==> src/rtl/rotate_left_seq_32_bit.sv <==
// Multi-cycle 32-bit rotate-left: one bit position per clock for b cycles,
// with a start/busy/done handshake.
module rotate_left_seq_32_bit (
  input  logic        clock,
  input  logic        clear,
  input  logic        start,
  input  logic [31:0] in,
  input  logic [4:0]  b,
  output logic [31:0] out,
  output logic        busy,
  output logic        done
);

  typedef enum logic [1:0] {IDLE, SHIFT, DONE} state_t;

  state_t      state, state_nx;
  logic [31:0] data, data_nx;
  logic [4:0]  cnt, cnt_nx;

  always_ff @(posedge clock) begin
    if (clear) begin
      state <= IDLE;
      data  <= '0;
      cnt   <= '0;
    end else begin
      state <= state_nx;
      data  <= data_nx;
      cnt   <= cnt_nx;
    end
  end

  always_comb begin
    state_nx = state;
    data_nx  = data;
    cnt_nx   = cnt;
    unique case (state)
      IDLE: if (start) begin
        data_nx  = in;
        cnt_nx   = b;
        state_nx = (b == 5'd0) ? DONE : SHIFT;
      end
      SHIFT: begin
        data_nx  = {data[30:0], data[31]};
        cnt_nx   = cnt - 5'd1;
        // cnt==1 means this is the last shift
        if (cnt == 5'd1) state_nx = DONE;
      end
      DONE:    state_nx = IDLE;
      default: state_nx = IDLE;
    endcase
  end

  assign out  = data;
  assign busy = (state != IDLE);
  assign done = (state == DONE);

endmodule

==> config.mk <==
export PLATFORM = sky130hd
export DESIGN_NAME = rotate_left_seq_32_bit
export DESIGN_NICKNAME = d
export VERILOG_FILES = /design/src/rtl/rotate_left_seq_32_bit.sv
export SDC_FILE = /design/constraint.sdc
export NUM_CORES = 1
export LEC_CHECK = 0
export BUFFER_PORTS_ARGS = -buffer_cell sky130_fd_sc_hd__clkbuf_2
export CORE_ASPECT_RATIO = 0.5
export CORE_MARGIN = 5
export CORE_UTILIZATION = 49
export CTS_CLUSTER_SIZE = 12
export DETAILED_ROUTE_END_ITERATION = 16
export PLACE_DENSITY = 0.82
export SYNTH_ARGS = -nofsm -noshare
export SYNTH_HDL_FRONTEND = slang
export SYNTH_SLANG_ARGS = --single-unit
==> constraint.sdc <==
create_clock -name clock -period 1.5 [get_ports clock]
set_input_delay 0.15 -clock clock [delete_from_list [all_inputs] [get_ports clock]]
set_output_delay 0.15 -clock clock [all_outputs]
set_load 0.01 [all_outputs]
==> flow_metrics.py <==
metrics = {
    "run_status": {
        "status": "finished clean",
    },
    "sta": {
        "maxSlewHeadroom_pct": 78.0,
        "finalCritPeriodShare_pct": 90.7,
        "rsz0062_at_grt": "false",
        "fmax_ghz": 0.735,
        "fin_setup_tns_ns": 0,
        "setup-violations-final": 0,
        "tightest_slew_ns": 0.331,
        "hold_viol_final": 0,
        "drv_slew": 0,
        "hold_slack_ns": 0.110,
        "period_needed_ns": 1.36,
        "clock_skew_ns": 0.00651,
    },
    "yosys": {
        "synth-seq-cells": 39,
        "avgSynthCellArea_um2": 8.63,
        "synth_most_common_cell": "nand2_1",
        "synthTopCellsByCount": "68 x nand2_1, 39 x dfxtp_1, 37 x nor2_1",
        "yosysSeqAreaShare_pct": 38.5,
        "ys.flop_type": "dfxtp_1",
        "yosysWarnings": 0,
        "ys_top_cells_by_area": "dfxtp_1 38%, a311oi_2 19%, nand2_1 13%",
        "syn_inst": 235,
        "syn_area_um2": 2030,
        "ys_types": 29,
        "synth_nets": 277,
        "synth_edf_count": 0,
        "yosysTopAreaCell": "dfxtp_1",
        "synth.top_cell.area_share_pct": 38.5,
        "async_flop_share_pct": 0,
    },
    "route": {
        "drtIter0Drc": 102,
        "route.detailed.drc": 0,
        "vias_per_cell": 5.45,
        "wirelength_mm": 5.08,
        "drt_first_pass_iters": 4,
        "detail-route-antenna-nets": 0,
        "wl_per_cell_um": 14.2,
        "routed-via-count": 1945,
    },
    "clocking": {
        "cts_resized": 0,
        "tritoncts": "done",
        "clkSinkCount": 39,
        "root_buffer": "clkbuf_8",
        "path_clk_slew_ns": 0.08,
        "post_cts_buffers": 0,
        "cts_hold_buf": 0,
        "cts_buffer_depth": 2,
        "cts_buffers": 5,
        "h-tree-depth": 2,
        "clk_latency_ns": 0.29,
    },
    "critical_path": {
        "worst_path_max_delay_cell": "dfxtp_1",
        "cpPeakStageDelay_ns": 0.37,
        "cp.required_ns": 1.70,
        "crit_chain": "o21ba_2, buf_12, nor2_1, a311oi_2",
        "cp.arrival_ns": 1.56,
        "start_kind": "register",
        "cp_max_fo": 40,
        "endpoint_kind": "register",
        "path_class": "register to register",
    },
    "place": {
        "hpwlAfterDp_mm": 3.72,
        "place.gp.congestion": 0.774,
        "port-buffer-count": 73,
    },
    "floorplan": {
        "dieArea_um2": 5600,
        "io_pins": 74,
        "fp.dieW_um": 101,
        "num_rows": 16,
        "initial_utilization_pct": 51.4,
        "die_h_um": 55.5,
        "coreArea_um2": 3940,
    },
    "worst_hold_path": {
        "hold_class": "input pin to register",
    },
    "layout": {
        "area_delta_synth_final_pct": 23.6,
        "nNetsFinal": 344,
        "drive_gt1_share_pct": 38.6,
        "diodes": 0,
    },
    "global_route": {
        "grt_pass1_vias": 1893,
        "grt_pass1_wl_mm": 8.39,
        "grt_overflow": 0,
        "antenna_found_initial": 0,
        "grt_max_degree": 41,
        "grt_use_total_pct": 18.3,
    },
    "pwr": {
        "powerDensity_nw_per_um2": 1320,
        "vdd_drop_max_mv": 0.497,
        "power_leakage_nw": 1.11,
    },
    "job": {
        "drv_cap": 0,
    },
}
power by group:
group	switching, mW	internal, mW
clock	0.379	0.495
combinational	0.634	0.468
sequential	0.140	1.21
state kept, by name, indices dropped and copies added, names as in the netlist:
register	cells
state	2
out	32
cnt	5
kinds of logic after synthesis:
kind of cell | count (synthesis) | share of synthesized area [%]
AOI/OAI and AO/OA | 49 | 26.8
and+or+nand+nor | 120 | 23.9
DFF | 39 | 38.5
adders and majority gates | 2 | 1.23
buffers and inverters | 25 | 9.50
critical path, delay by kind of cell (launching register included):
| family | cells | cell delay [ns] |
|---|---|---|
| buffers and inverters | 1 | 0.23 |
| AOI/OAI and AO/OA | 2 | 0.57 |
| and+or+nand+nor | 1 | 0.08 |
| DFF | 1 | 0.37 |
cell usage in the layout, fill, tap and decap left out, types with 2 or more instances in the layout:
master / netlist / layout
o21ai_0: 3 / 3
nand2b_1: 3 / 3
clkbuf_8: 0 / 5
nor3_1: 4 / 4
nor2_1: 37 / 37
clkbuf_2: 0 / 73
nand3_1: 2 / 2
nand2_1: 68 / 68
buf_4: 7 / 4
ha_1: 2 / 2
dfxtp_1: 39 / 38
inv_1: 4 / 4
buf_12: 0 / 4
a21oi_1: 9 / 9
a311oi_1: 6 / 6
a311oi_2: 26 / 26
routing by layer:
layer | track usage (%) | part of all wire [%] | up-vias
met4 | 8.90 | 0.67 | 0
met2 | 31.2 | 52 | 64
met1 | 20.7 | 40 | 921
met5 | 0 | 0 | -
li1 | - | - | 956
met3 | 5.53 | 7.0 | 4
stage by stage:
stage               total power [mW]  utilization, %  cell area, um2  instances  setup slack (ns)
floorplan                       2.16               -            2030        235             0.301
global placement                2.42            60.7            2390        349             0.223
detailed placement              2.47            60.7            2390        349             0.146
CTS                             3.34            63.5            2510        357             0.139
global route                    3.51            63.6            2510        357           0.00712
finish                          3.32            63.6            2510        357             0.140
path summary, 6_finish.rpt:
kind / start / depth (start not counted) / slack, ns / endpoint
worst max-delay path: state[1]$_SDFFE_PP0P_ / 4 / 0.14 / out[19]$_SDFFE_PP0P_
worst min-delay path: in[1] / 3 / 0.11 / out[1]$_SDFFE_PP0P_
worst max register to register: state[1]$_SDFFE_PP0P_ / 4 / 0.14 / out[19]$_SDFFE_PP0P_
worst min register to register: cnt[1]$_SDFFE_PP0P_ / 2 / 0.50 / cnt[1]$_SDFFE_PP0P_
final cells by class:
| class | instances | area, um2 |
|---|---|---|
| Clock buffer | 5 | 68.8 |
| Clock inverter | 3 | 43.8 |
| Fill cell | 320 | 1440 |
| Inverter | 4 | 15.0 |
| Multi-Input combinational cell | 171 | 1050 |
| Sequential cell | 39 | 782 |
| Tap cell | 54 | 67.6 |
| Timing Repair Buffer | 81 | 475 |
(Power assumes the default switching activity.)
